`src/rtl/sram_recorder.sv`:
```
// sram_recorder: record sequencer between the codec receive path and the SRAM controller.
// Latches each accepted sample, holds a write strobe for WR_CYCLES cycles with stable
// address/data, then advances the address and the recorded length.
// Optional feature macro: SRAM_RECORDER_WRAP_EN (circular recording at end of memory).
// Without it, recording stops at the last address (linear mode) and o_wrapped stays 0.
module sram_recorder #(
    parameter int unsigned ADDR_W    = 20,
    parameter int unsigned DATA_W    = 16,
    parameter int unsigned WR_CYCLES = 2
) (
    input  logic              i_clk,
    input  logic              i_rst,
    input  logic              i_enable,
    input  logic              i_pause,
    input  logic              i_stop,
    input  logic              i_valid,
    input  logic [DATA_W-1:0] i_data,
    output logic              o_write,
    output logic [ADDR_W-1:0] o_addr,
    output logic [DATA_W-1:0] o_data,
    output logic [ADDR_W:0]   o_len,
    output logic              o_busy,
    output logic              o_done,
    output logic              o_overrun,
    output logic              o_wrapped
);

    typedef enum logic [2:0] {
        StIdle,
        StArmed,
        StWait,
        StWrite,
        StPause,
        StDone
    } state_e;

    // Index of the final strobe cycle; the counter is 4 bits since WR_CYCLES <= 15.
    localparam logic [3:0]        LastCnt = 4'(WR_CYCLES - 1);
    localparam logic [ADDR_W-1:0] AddrMax = '1;
    localparam logic [ADDR_W:0]   LenMax  = {1'b1, {ADDR_W{1'b0}}};

    state_e            state_q, state_d;
    logic [3:0]        cnt_q, cnt_d;
    logic              stop_pend_q, stop_pend_d;
    logic              pause_pend_q, pause_pend_d;
    logic              write_q, write_d;
    logic [ADDR_W-1:0] addr_q, addr_d;
    logic [DATA_W-1:0] data_q, data_d;
    logic [ADDR_W:0]   len_q, len_d;
    logic              overrun_q, overrun_d;
    logic              wrapped_q, wrapped_d;
    logic              busy_q, done_q;

    // Stop/pause seen either earlier in this write or on the final write cycle itself.
    logic stop_seen, pause_seen;
    state_e after_write;

    assign stop_seen  = stop_pend_q | i_stop;
    assign pause_seen = pause_pend_q | i_pause;

    // Where the sequencer goes once a write finishes below the end of memory.
    always_comb begin
        after_write = StWait;
        if (stop_seen) begin
            after_write = StDone;
        end else if (pause_seen) begin
            after_write = StPause;
        end
    end

    // Next-state and next-output logic.
    always_comb begin
        state_d      = state_q;
        cnt_d        = cnt_q;
        stop_pend_d  = stop_pend_q;
        pause_pend_d = pause_pend_q;
        write_d      = write_q;
        addr_d       = addr_q;
        data_d       = data_q;
        len_d        = len_q;
        overrun_d    = overrun_q;
        wrapped_d    = wrapped_q;

        if (!i_enable) begin
            // Abort: strobe drops at once, address and length are kept for playback.
            state_d      = StIdle;
            write_d      = 1'b0;
            cnt_d        = '0;
            stop_pend_d  = 1'b0;
            pause_pend_d = 1'b0;
        end else begin
            unique case (state_q)
                StIdle: begin
                    state_d   = StArmed;
                    addr_d    = '0;
                    len_d     = '0;
                    overrun_d = 1'b0;
                    wrapped_d = 1'b0;
                end
                StArmed: begin
                    if (i_pause) begin
                        state_d = StWait;
                    end
                end
                StWait: begin
                    if (i_stop) begin
                        state_d = StDone;
                    end else if (i_pause) begin
                        state_d = StPause;
                    end else if (i_valid) begin
                        data_d  = i_data;
                        write_d = 1'b1;
                        cnt_d   = '0;
                        state_d = StWrite;
                    end
                end
                StWrite: begin
                    if (i_stop) begin
                        stop_pend_d = 1'b1;
                    end else if (i_pause) begin
                        pause_pend_d = 1'b1;
                    end else if (i_valid) begin
                        overrun_d = 1'b1;
                    end

                    if (cnt_q == LastCnt) begin
                        write_d      = 1'b0;
                        cnt_d        = '0;
                        stop_pend_d  = 1'b0;
                        pause_pend_d = 1'b0;
                        if (len_q != LenMax) begin
                            len_d = len_q + {{ADDR_W{1'b0}}, 1'b1};
                        end
                        if (addr_q != AddrMax) begin
                            addr_d  = addr_q + {{(ADDR_W-1){1'b0}}, 1'b1};
                            state_d = after_write;
                        end else begin
`ifdef SRAM_RECORDER_WRAP_EN
                            addr_d    = '0;
                            wrapped_d = 1'b1;
                            state_d   = after_write;
`else
                            state_d   = StDone;
`endif
                        end
                    end else begin
                        cnt_d = cnt_q + 4'd1;
                    end
                end
                StPause: begin
                    if (i_stop) begin
                        state_d = StDone;
                    end else if (i_pause) begin
                        state_d = StWait;
                    end
                end
                StDone: begin
                    state_d = StDone;
                end
                default: begin
                    state_d = StIdle;
                end
            endcase
        end
    end

    // State and output registers; status flags follow the next state so they are registered.
    always_ff @(posedge i_clk or negedge i_rst) begin
        if (!i_rst) begin
            state_q      <= StIdle;
            cnt_q        <= '0;
            stop_pend_q  <= 1'b0;
            pause_pend_q <= 1'b0;
            write_q      <= 1'b0;
            addr_q       <= '0;
            data_q       <= '0;
            len_q        <= '0;
            overrun_q    <= 1'b0;
            wrapped_q    <= 1'b0;
            busy_q       <= 1'b0;
            done_q       <= 1'b0;
        end else begin
            state_q      <= state_d;
            cnt_q        <= cnt_d;
            stop_pend_q  <= stop_pend_d;
            pause_pend_q <= pause_pend_d;
            write_q      <= write_d;
            addr_q       <= addr_d;
            data_q       <= data_d;
            len_q        <= len_d;
            overrun_q    <= overrun_d;
            wrapped_q    <= wrapped_d;
            busy_q       <= (state_d == StWait) || (state_d == StWrite);
            done_q       <= (state_d == StDone);
        end
    end

    assign o_write   = write_q;
    assign o_addr    = addr_q;
    assign o_data    = data_q;
    assign o_len     = len_q;
    assign o_busy    = busy_q;
    assign o_done    = done_q;
    assign o_overrun = overrun_q;
    assign o_wrapped = wrapped_q;

endmodule

```
`config.mk`:
```
export PLATFORM = sky130hd
export DESIGN_NAME = sram_recorder
export DESIGN_NICKNAME = d
export VERILOG_FILES = /design/src/rtl/sram_recorder.sv
export SDC_FILE = /design/constraint.sdc
export NUM_CORES = 1
export LEC_CHECK = 0
export ABC_AREA = 1
export BUFFER_PORTS_ARGS = -buffer_cell sky130_fd_sc_hd__clkbuf_2
export CORE_ASPECT_RATIO = 0.9
export CORE_UTILIZATION = 50
export CTS_CLUSTER_DIAMETER = 150
export DETAILED_ROUTE_END_ITERATION = 12
export PLACE_DENSITY = 0.83
export SLEW_MARGIN = 0
export SYNTH_ARGS = -nofsm -noshare
export SYNTH_HDL_FRONTEND = slang
export SYNTH_SLANG_ARGS = --single-unit
```
`constraint.sdc`:
```
create_clock -name i_clk -period 1.8 [get_ports i_clk]
set_input_delay 0.27 -clock i_clk [delete_from_list [all_inputs] [get_ports i_clk]]
set_output_delay 0.27 -clock i_clk [all_outputs]
set_load 0.1 [all_outputs]
```
# Yosys cells after proc, flatten, opt, wreduce, memory -nomap -nowiden
# Index checks and enable logic that the tools add are counted.
[classes]
addsub = 3
eq_ne = 26
n_reduce_logical = 11
muxes = 39
n_bitwise = 4
[op_table]
columns = ["op", "n"]
rows = [
  ["two-way mux 21 bit", 2],
  ["case mux 21 bit (2 select lines)", 1],
  ["two-way mux 20 bit", 2],
  ["case mux 20 bit (2 select lines)", 1],
  ["two-way mux 3 bit", 10],
  ["adder 21 x 1 -> 21 bit, second input constant", 1],
  ["!= test 21 bit, second input constant", 1],
  ["adder 20 x 1 -> 20 bit, second input constant", 1],
  ["two-way mux 4 bit", 5],
  ["!= test 20 bit, second input constant", 1],
  ["case mux 3 bit (6 select lines)", 1],
  ["AND reduction 5 bit", 3],
  ["two-way mux 1 bit", 14],
  ["== test 3 x 2 -> 1 bit, second input constant", 4],
  ["!= test 2 bit, second input constant", 6],
  ["!= test 3 bit, second input constant", 4],
  ["AND reduction 4 bit", 3],
  ["== test 3 bit, second input constant", 3],
  ["!= test 3 x 1 -> 1 bit, second input constant", 3],
  ["case mux 4 bit (2 select lines)", 1],
  ["adder 4 x 1 -> 4 bit, second input constant", 1],
  ["== test 4 x 1 -> 1 bit, second input constant", 1],
  ["case mux 1 bit (2 select lines)", 2],
  ["== test 3 x 1 -> 1 bit, second input constant", 1],
  ["other kinds (9)", 11],
]
[word_totals]
reg_bits = 70
elab_cells = 94
output_inout_bits = 62
in_bits = 22

# Depth between registers and ports, before layout
# Gate-level depths: netlist of the first run.
[logic_depth]
ltp_word = 9
depth_mapped = 12
ltp_nobuf = 11

# Worst setup path before layout of the first run
# OpenSTA, ideal clock, no wires.
[synth_timing]
path_kind = "register to register"
from = "register addr_q[0], in the netlist o_addr[0]"
to = "register addr_q[8], in the netlist o_addr[8]"
path_buffers = 2
setup_slack_ns = -0.694
stages_incl_launch_ff = 12
setup_time_ns = 0.092
t_arrival_ns = 2.402
t_required_ns = 1.708
cell_sequence = "dfrtp_1 > ha_1 > buf_4 > nand2_1 > nor2_2 > nand2_1 > nor2_1 > nand3_1 > nand2_4 > buf_6 > nand2_1 > o31ai_2"
[synth_between]
elab_chain_cells = 4
elab_cells_between_ends = 7
[synth_rtl]
columns = ["item", "line", "rtl"]
rows = [
  ["start: declaration", "47", "logic [ADDR_W-1:0] addr_q, addr_d;"],
  ["start signal: assignment", "188", "addr_q <= addr_d;"],
  ["adder 20 x 1 -> 20 bit", "135", "addr_d = addr_q + {{(ADDR_W-1){1'b0}}, 1'b1};"],
  ["two-way mux 20 bit", "134", "if (addr_q != AddrMax) begin"],
  ["two-way mux 20 bit", "126", "if (cnt_q == LastCnt) begin"],
  ["case mux 20 bit (2 select lines)", "92", "unique case (state_q)"],
]
# Parallel ways exist; a longest one is shown, timed or not. The select of a mux whose other input is x is not followed.
# A chain may end at the register's enable or synchronous reset.

# Worst setup path in the final report of the first run
[layout_timing]
from = "register addr_q[1], in the netlist o_addr[1]"
to = "register addr_q[14], in the netlist o_addr[14]"
# The elaborated chain is that of the path after synthesis.

==> results of run 1 <==
[worst max-delay path by stage]
stage	to	start	cells after the start	slack (ns)
final	o_addr[14]	o_addr[1]	10	0.09
after global routing	o_addr[14]	o_addr[1]	10	-0.02
after CTS	o_addr[14]	o_addr[1]	10	0.006
after floorplan	o_addr[4]	o_addr[0]	11	-0.1
after global placement	o_addr[16]	o_addr[1]	10	0.13
after detailed placement	o_addr[14]	o_addr[1]	10	0.04
[registers in the layout (all words and copies together) (netlist names)]
| register | flops |
|---|---|
| o_data | 16 |
| o_addr | 20 |
| pause_pend_q | 1 |
| cnt_q | 4 |
| o_write | 1 |
| o_overrun | 1 |
| o_done | 1 |
| o_len | 21 |
| o_busy | 1 |
| state_q | 3 |
| stop_pend_q | 1 |
[where the power goes]
group	internal (mW)	switching (mW)
Combinational	0.212	0.757
Sequential	1.65	0.0577
Clock	1.06	0.616
Total	2.92	1.43
[final cells by class]
type | count | area (um^2)
timing repair buffer | 101 | 593
inverter | 54 | 205
fill | 644 | 2610
tap | 96 | 120
clock buffer | 10 | 128
clock inverter | 6 | 134
sequential | 70 | 1810
multi-input combinational | 391 | 2130
[Yosys cell counts (2+ instances only)]
| master | number | area [um^2] |
|---|---|---|
| xor2_1 | 10 | 87.6 |
| nor2_1 | 56 | 210 |
| nand2_1 | 132 | 495 |
| inv_1 | 50 | 188 |
| o21ai_1 | 18 | 90.1 |
| or2_2 | 6 | 37.5 |
| clkbuf_1 | 3 | 11.3 |
| o21ai_0 | 20 | 100 |
| o211ai_1 | 2 | 15.0 |
| nand2_4 | 2 | 22.5 |
| xnor2_1 | 2 | 17.5 |
| o31ai_2 | 2 | 25.0 |
| dfrtp_1 | 70 | 1750 |
| buf_4 | 2 | 15.0 |
| o22ai_1 | 2 | 12.5 |
| nor3_2 | 2 | 20.0 |
| a21oi_1 | 10 | 50.1 |
| ha_1 | 5 | 62.6 |
| mux2_2 | 16 | 180 |
| nor3_1 | 12 | 60.1 |
| o21bai_1 | 3 | 22.5 |
| buf_6 | 5 | 56.3 |
| buf_2 | 2 | 10.0 |
| nor2_4 | 2 | 22.5 |
| nand3_1 | 58 | 290 |
| o31ai_1 | 5 | 37.5 |
| nand4_1 | 13 | 81.3 |
| nand2_2 | 4 | 25.0 |
| inv_2 | 4 | 15.0 |
[metrics by stage]
| stage | worst slack (ns) | power [mW] | util | TNS (ns) | hold WS, ns |
|---|---|---|---|---|---|
| final | 0.0942 | 4.35 | 0.663 | 0 | 0.151 |
| after global routing | -0.0192 | 4.51 | 0.663 | -0.0373 | 0.132 |
| after CTS | 0.00594 | 4.35 | 0.653 | 0 | 0.143 |
| after detailed placement | 0.0386 | 2.67 | 0.618 | 0 | 0.323 |
| after global placement | 0.128 | 2.64 | 0.618 | 0 | 0.324 |
| after floorplan | -0.0988 | 2.46 | - | -1.63 | -0.0256 |
[cells by family after synthesis]
logic type      Yosys count  share of synthesized area
buf+inv                  67                     0.0730
xor+xnor                 12                     0.0257
simple gates            291                      0.319
mux                      17                     0.0464
flops                    70                      0.428
other cells               1                   0.000916
fa+ha+maj                 5                     0.0153
compound gates           65                     0.0923
[layout by cell type (no fill, tap or decap), drive strengths merged]
cell           n
and2           1
a21oi         11
nand4         13
o211ai         2
mux2          16
and3           1
o21ai         38
xnor2          2
ha             5
xor2          10
o22ai          2
o31ai          7
inv           54
mux2i          1
a31o           1
nor3          15
or2            6
nand2        138
o21bai         3
bufinv         4
clkbuf        91
dfrtp         70
dlygate4sd3    1
o21a           1
buf           19
nor2          59
nand3         58
clkinv         2
conb           1
[routing by layer]
metal,up-vias,global-route usage
met5,-,0
met4,0,0.0976
met3,19,0.0615
met2,193,0.418
met1,1861,0.335
li1,1926,-
[critical path, stage by stage (launching register included)]
cell,delay [ns]
dfrtp_4,0.45
ha_4,0.16
nand2_4,0.06
nor2_4,0.14
nand2_2,0.09
nor2_2,0.15
nand3_2,0.14
nand2_8,0.15
buf_12,0.15
nand2_1,0.05
o21ai_1,0.08
[repair_timing]
| item | CTS | global route |
|---|---|---|
| endpoints found under the hold margin | 70 | 0 |
| setup endpoints to repair | 0 | 22 |
| hold buffers | 1 | 0 |
| resized for setup | 0 | 6 |
| setup buffers | 0 | 6 |
==> flow_metrics.tcl, run 1 <==
set metrics [dict create \
    netlist_instances 528 \
    fin_crit_ns 1.71 \
    r2r-end "o_addr[14]" \
    initial_core_util 0.530 \
    highest_layer "met4" \
    wl_per_cell_um 14.6 \
    finalMaxSlewViolations 0 \
    timing.rr.start "o_addr[1]" \
    wl_met2_mm 4.92 \
    synth-seq-cells 70 \
    whs_endpoint "o_data[15]" \
    synth_ff_type "dfrtp_1" \
    final_nets 654 \
    required_ns 2.07 \
    crit_arrival_ns 1.97 \
    postRouteAntennaNets 0 \
    cts_made_buffers 9 \
    first_iter_violations 275 \
    syn-num-nets 555 \
    numPortBuffers 82 \
    synth.yosys.seq_area_share 0.428 \
    r2r_slack_ns 0.09 \
    cts_tree "yes" \
    worstSetupStartpointType "flop" \
    clock_latency_ns 0.35 \
    synth_edf_count 0 \
    status "completed" \
    placed_cells 705 \
    drt-total-wl_mm 10.7 \
    overflow 0 \
    final_area_um2 5120 \
    n_antenna_cell 0 \
    hp-start "i_data[15]" \
    instances_no_fill 728 \
    slew-limit-headroom 0.628 \
    cts_max_level 3 \
    grt_pass1_vias 3793 \
    syn_avg_cell_area_um2 7.76 \
    tightest_slew_ns 0.560 \
    drt_pass1_iterations 5 \
    ys_warn_count 0 \
    fp.dieH_um 87.9 \
    cts-root-buf "clkbuf_8" \
    fmax_mhz 586 \
    cp-end-kind "flop" \
    grt_antenna_before_repair 0 \
    synthArstFlopShare 1.00 \
    fp.dieW_um 97.4 \
    cp_max_fo 19 \
    rows 30 \
    p_per_area_nw_per_um2 849 \
    vias 3999 \
    period_share 0.948 \
    core_area_um2 7730 \
    grt_pass1_wl_mm 17.3 \
    r2r_cells 10 \
    ys_types 39 \
    cts_buffer_depth 2 \
    area_delta_synth_final_pct 25.1 \
    clock_sinks 70 \
    drive_gt1_frac 0.331 \
    wl_met3_um 843 \
    dpl.hpwl_mm 7.77 \
    setup_violations 0 \
    hold_depth 2 \
    grt_max_degree 71 \
    leakagePower_nw 2.30 \
    io-pin-count 84 \
    peakVddDrop_v 0.000718 \
    viasPerCell 5.49 \
    netlist_area_um2 4100 \
    place_area_um2 4780 \
    grt_use_total 0.256 \
    clock_skew_ns 0.0107 \
    worstHoldPathType "input port to flop" \
    path_class "flop to flop" \
    gp_congestion 0.983 \
    m1WireLength_mm 4.71 \
    die_area_um2 8560 \
    cap_viol_max_count 0 \
    clkTransAtPathRegs_ns 0.08 \
    hold_viol 0 \
    drc 0 \
]
No activity file was read; power rests on OpenSTA's default activity.
==> inputs of run 2 (changes only) <==
--- a/config.mk
+++ b/config.mk
@@ -8,10 +8,11 @@
 export ABC_AREA = 1
 export BUFFER_PORTS_ARGS = -buffer_cell sky130_fd_sc_hd__clkbuf_2
 export CORE_ASPECT_RATIO = 0.9
-export CORE_UTILIZATION = 50
+export CORE_UTILIZATION = 60
 export CTS_CLUSTER_DIAMETER = 150
 export DETAILED_ROUTE_END_ITERATION = 12
-export PLACE_DENSITY = 0.83
+export PLACE_DENSITY = 0.92
+export RECOVER_POWER = 50
 export SLEW_MARGIN = 0
 export SYNTH_ARGS = -nofsm -noshare
 export SYNTH_HDL_FRONTEND = slang
==> constraint.sdc (replaced) <==
create_clock -name i_clk -period 2.06 [get_ports i_clk]
set_input_delay 0.309 -clock i_clk [delete_from_list [all_inputs] [get_ports i_clk]]
set_output_delay 0.309 -clock i_clk [all_outputs]
set_load 0.1 [all_outputs]
==> run 2 against run 1 <==
  * Via count rose by 1.8%
  * Largest cell class unchanged
  * Flip-flop and latch count is the same
  * Total power down 22%
  * Critical path depth unchanged
  * Cell count decreased by 1.5%
  * Critical endpoint is now o_addr[2]
  * Hold slack improved by 0.037 ns
  * Worst setup slack gained 0.0072 ns
  * Critical path type unchanged
==> flow_metrics.tcl, run 2 (synthesis results as in run 1) <==
set metrics [dict create \
    cts_tree "yes" \
    worstSetupStartpointType "flop" \
    setup_violations 0 \
    hold_viol 0 \
    period_share 0.951 \
    first_iter_violations 222 \
    clock_sinks 70 \
    p_total_mw 3.39 \
    cp_top_family "simple AND/OR/NAND/NOR gates" \
    timing.rr.start "o_addr[0]" \
    dpl.hpwl_mm 7.37 \
    r2r-end "o_addr[2]" \
    leakagePower_nw 2.24 \
    initial_core_util 0.622 \
    grt_pass1_vias 3875 \
    numPortBuffers 82 \
    cts_made_buffers 9 \
    gp_congestion 0.974 \
    fp.dieW_um 89.1 \
    fin_crit_ns 1.96 \
    peakVddDrop_v 0.000641 \
    n_antenna_cell 0 \
    p_per_area_nw_per_um2 698 \
    seq_area_um2 1780 \
    hold_depth 2 \
    io-pin-count 84 \
    drt_pass1_iterations 5 \
    viasPerCell 5.68 \
    cp_max_fo 13 \
    cts_max_level 3 \
    die_area_um2 7160 \
    grt_pass1_wl_mm 17.1 \
    cp-end-kind "flop" \
    largest_reg_flops 21 \
    slowest_delay_ns 0.46 \
    final_area_um2 4850 \
    path_class "flop to flop" \
    fill_cells 520 \
    core_area_um2 6590 \
    path_cells "ha_1 -> nand2_1 -> nor2_2 -> nand2_1 -> nor2_1 -> nand3_1 -> nand2_4 -> buf_4 -> a21oi_1 -> a21oi_1" \
    fp.dieH_um 80.4 \
    rows 28 \
    fmax_mhz 511 \
    wl_per_cell_um 14.4 \
    final_common_cell "nand2_1" \
    cts_buffer_depth 2 \
    multiInputGateArea_um2 2040 \
    crit_arrival_ns 2.24 \
    drive_gt1_frac 0.266 \
    cts_resized 0 \
    overflow 0 \
    place_area_um2 4640 \
    clkTransAtPathRegs_ns 0.08 \
    cp_slowest_cell "dfrtp_4" \
    postRouteAntennaNets 0 \
    final_cell_mix "nand2_1 (133), clkbuf_2 (81), nand3_1 (58), nor2_1 (56), dfrtp_1 (54)" \
    clock_latency_ns 0.35 \
    drc 0 \
    r2r_slack_ns 0.10 \
    hp-start "i_data[14]" \
    cap_viol_max_count 0 \
    grt_use_total 0.314 \
    tightest_slew_ns 0.932 \
    status "completed" \
    final_nets 649 \
    worstHoldPathType "input port to flop" \
    whs_endpoint "o_data[14]" \
    drt-total-wl_mm 10.4 \
    clock_skew_ns 0.0122 \
    slew-limit-headroom 0.379 \
    crit_buf_inv 1 \
    area_delta_synth_final_pct 18.5 \
    finalSetupTns_ns 0 \
    vias 4069 \
    r2r_cells 10 \
    grt_max_degree 71 \
    cts-root-buf "clkbuf_8" \
    required_ns 2.34 \
    timing.hold.ws_ns 0.188 \
    grt_antenna_before_repair 0 \
    finalMaxSlewViolations 0 \
]
-- run 2: cell types whose count changed in the layout (fill, tap and decap cells not counted), sizes merged --
cell / previous run / this run
buf: 19 / 12
clkbuf: 91 / 93
bufinv: 4 / 1
clkinv: 2 / 3
clkinvlp: 0 / 2
-- run 2: metal layers --
metal,track usage,part of all wire
met3,0.0843,0.075
met5,0,0
met1,0.391,0.42
met2,0.526,0.48
met4,0.108,0.027
-- run 2: stage by stage --
| step | worst slack, ns | instances | utilization |
|---|---|---|---|
| after floorplan | 0.0122 | 528 | - |
| after global placement | 0.239 | 696 | 0.705 |
| after detailed placement | 0.139 | 696 | 0.705 |
| after CTS | 0.0995 | 713 | 0.735 |
| after global routing | -0.00507 | 717 | 0.737 |
| final | 0.101 | 717 | 0.737 |
-- run 2: final cells by class --
| class | count | area share |
|---|---|---|
| multi-input combinational | 391 | 0.421 |
| inverter | 54 | 0.0418 |
| clock buffer | 10 | 0.0263 |
| tap | 90 | 0.0232 |
| clock inverter | 6 | 0.0131 |
| sequential | 70 | 0.366 |
| timing repair buffer | 96 | 0.109 |
-- run 2: how the worst max path moves through the flow --
stage,from,to,slack [ns],depth (start not counted)
floorplan,o_addr[13],o_addr[8],0.01,9
global placement,o_addr[0],o_addr[15],0.24,9
detailed placement,o_addr[0],o_addr[19],0.14,10
CTS,o_addr[0],o_addr[19],0.1,10
global route,o_addr[0],o_addr[2],-0.005,10
finish,o_addr[0],o_addr[2],0.10,10
-- run 2: where the power goes --
| group | internal [mW] | switching [mW] | leakage (nW) |
|---|---|---|---|
| registers | 1.44 | 0.0464 | 0.940 |
| clock network | 0.556 | 0.528 | 0.0923 |
| logic | 0.165 | 0.654 | 1.21 |
-- run 2: what timing repair did --
item	in CTS	in global routing
setup buffers	0	4
hold buffers	1	0
endpoints found under the setup margin	0	10
hold endpoints to repair	61	0
==> inputs of run 3 (changes only) <==
--- a/config.mk
+++ b/config.mk
@@ -8,10 +8,10 @@
 export ABC_AREA = 1
 export BUFFER_PORTS_ARGS = -buffer_cell sky130_fd_sc_hd__clkbuf_2
 export CORE_ASPECT_RATIO = 0.9
-export CORE_UTILIZATION = 60
+export CORE_UTILIZATION = 50
 export CTS_CLUSTER_DIAMETER = 150
 export DETAILED_ROUTE_END_ITERATION = 12
-export PLACE_DENSITY = 0.92
+export PLACE_DENSITY = 0.83
 export RECOVER_POWER = 50
 export SLEW_MARGIN = 0
 export SYNTH_ARGS = -nofsm -noshare
==> constraint.sdc (replaced) <==
create_clock -name i_clk -period 1.8 [get_ports i_clk]
set_input_delay 0.27 -clock i_clk [delete_from_list [all_inputs] [get_ports i_clk]]
set_output_delay 0.27 -clock i_clk [all_outputs]
set_load 0.1 [all_outputs]
==> run 3 against run 2 <==
  * Hold slack worse by 0.036 ns
  * First-iteration DRC count increased by 13%
  * Wire length increased by 2.5%
  * Clock power is 56% higher
  * Core utilization decreased by 7.6 points
  * Sequential power increased by 15%
  * Cell count grew 1.5%
  * Total power is 28% higher
  * Worst setup slack got worse by 0.0013 ns
  * Highest routed layer unchanged
==> flow_metrics.tcl, run 3 (synthesis results as in run 1) <==
set metrics [dict create \
    swShare 0.329 \
    cts_made_buffers 9 \
    cts-root-buf "clkbuf_8" \
    die_area_um2 8560 \
    slowest_delay_ns 0.45 \
    clock_skew_ns 0.00978 \
    m1WireLength_mm 4.66 \
    cp_top_family "simple AND/OR/NAND/NOR gates" \
    drt_pass1_iterations 5 \
    grt_pass1_vias 3793 \
    worstHoldPathType "input port to flop" \
    gp_congestion 0.983 \
    placed_cells 705 \
    grt_max_degree 71 \
    wl_met3_um 808 \
    place_area_um2 4780 \
    cap_viol_max_count 0 \
    drt-total-wl_mm 10.6 \
    final_cell_mix "nand2_1 (129), clkbuf_2 (81), nand3_1 (55), nor2_1 (54), inv_1 (48)" \
    power_frac_clock 0.386 \
    fp.dieW_um 97.4 \
    p_comb_frac 0.222 \
    first_iter_violations 250 \
    grt_use_total 0.256 \
    worstSetupStartpointType "flop" \
    grt_antenna_before_repair 0 \
    postRouteAntennaNets 0 \
    whs_endpoint "o_data[15]" \
    status "completed" \
    setup_violations 0 \
    crit_buf_inv 1 \
    fin_crit_ns 1.70 \
    required_ns 2.07 \
    path_cells "ha_4 -> nand2_4 -> nor2_4 -> nand2_2 -> nor2_2 -> nand3_2 -> nand2_8 -> buf_12 -> nand2_1 -> o21ai_1" \
    highest_layer "met4" \
    timing.rr.start "o_addr[1]" \
    p_per_area_nw_per_um2 850 \
    startpoint "o_addr[1]" \
    hold_depth 2 \
    clock_latency_ns 0.35 \
    drc 0 \
    core_area_um2 7730 \
    rows 30 \
    wl_per_cell_um 14.6 \
    peakVddDrop_v 0.000718 \
    r2r_cells 10 \
    period_share 0.944 \
    cts_buffer_depth 2 \
    slew-limit-headroom 0.375 \
    cp_max_fo 19 \
    path_class "flop to flop" \
    intPower_mw 2.92 \
    numPortBuffers 82 \
    viasPerCell 5.53 \
    r2r-end "o_addr[14]" \
    clkTransAtPathRegs_ns 0.08 \
    r2r_slack_ns 0.10 \
    cts_max_level 3 \
    cp_slowest_cell "dfrtp_4" \
    finalMaxSlewViolations 0 \
    n_antenna_cell 0 \
    p_sw_mw 1.43 \
    p_seq_frac 0.392 \
    final_area_um2 5110 \
    leakagePower_nw 2.30 \
    overflow 0 \
    multiInputGateArea_um2 2130 \
    fill_cells 646 \
    hp-start "i_data[15]" \
    tightest_slew_ns 0.938 \
    largest_reg_flops 21 \
    area_delta_synth_final_pct 24.8 \
    vias 4026 \
    seq_area_um2 1810 \
    hold_viol 0 \
    dpl.hpwl_mm 7.77 \
    fmax_mhz 588 \
    cp-end-kind "flop" \
    initial_core_util 0.530 \
    io-pin-count 84 \
    crit_arrival_ns 1.97 \
    drive_gt1_frac 0.331 \
    cts_tree "yes" \
    instances_no_fill 728 \
    grt_pass1_wl_mm 17.3 \
    final_common_cell "nand2_1" \
    wl_met2_mm 4.97 \
    fp.dieH_um 87.9 \
    clock_sinks 70 \
    final_nets 654 \
]
-- run 3: how the worst max path moves through the flow --
stage                  to  depth (start not counted)
2_1_floorplan   o_addr[4]                         11
3_3_place_gp   o_addr[16]                         10
3_5_place_dp   o_addr[14]                         10
4_1_cts        o_addr[14]                         10
5_1_grt        o_addr[14]                         10
6_report       o_addr[14]                         10
-- run 3: routing by layer --
metal | vias to the layer above | GRT usage
li1 | 1926 | -
met1 | 1880 | 0.335
met2 | 201 | 0.418
met3 | 19 | 0.0615
met4 | 0 | 0.0976
met5 | - | 0
-- run 3: final cells by class --
type / count / share of cell area
clock inverters: 6 / 0.0262
multi-input cells: 391 / 0.417
well taps: 96 / 0.0235
inverters: 54 / 0.0401
flip-flops and latches: 70 / 0.354
repair buffers: 101 / 0.114
clock buffers: 10 / 0.0250
-- run 3: repair_timing --
action,CTS,global route
endpoints found under the hold margin,70,0
hold buffers,1,0
gates resized for setup,0,6
buffers inserted,0,6
endpoints found under the setup margin,0,22
-- run 3: worst register-to-register path, cell delays in order, from the launching register on --
cell     delay (ns)
dfrtp_4        0.45
ha_4           0.16
nand2_4        0.06
nor2_4         0.14
nand2_2        0.09
nor2_2         0.15
nand3_2        0.14
nand2_8        0.15
buf_12         0.15
nand2_1        0.05
o21ai_1        0.08
-- run 3: power groups by stage --
stage	registers (mW)	logic, mW	clock network, mW
floorplan	2.18	0.279	0
CTS	1.70	0.939	1.71
global placement	1.73	0.917	0
detailed placement	1.73	0.936	0
global route	1.71	1.02	1.78
finish	1.70	0.965	1.68
-- run 3: stage by stage --
step	util	setup slack [ns]	hold slack, ns	power [mW]	setup TNS [ns]
4_1_cts	0.653	0.00594	0.143	4.35	0
3_3_place_gp	0.618	0.128	0.324	2.64	0
5_1_grt	0.661	-0.0192	0.132	4.51	-0.0373
2_1_floorplan	-	-0.0988	-0.0256	2.46	-1.63
3_5_place_dp	0.618	0.0386	0.323	2.67	0
6_report	0.661	0.100	0.152	4.34	0
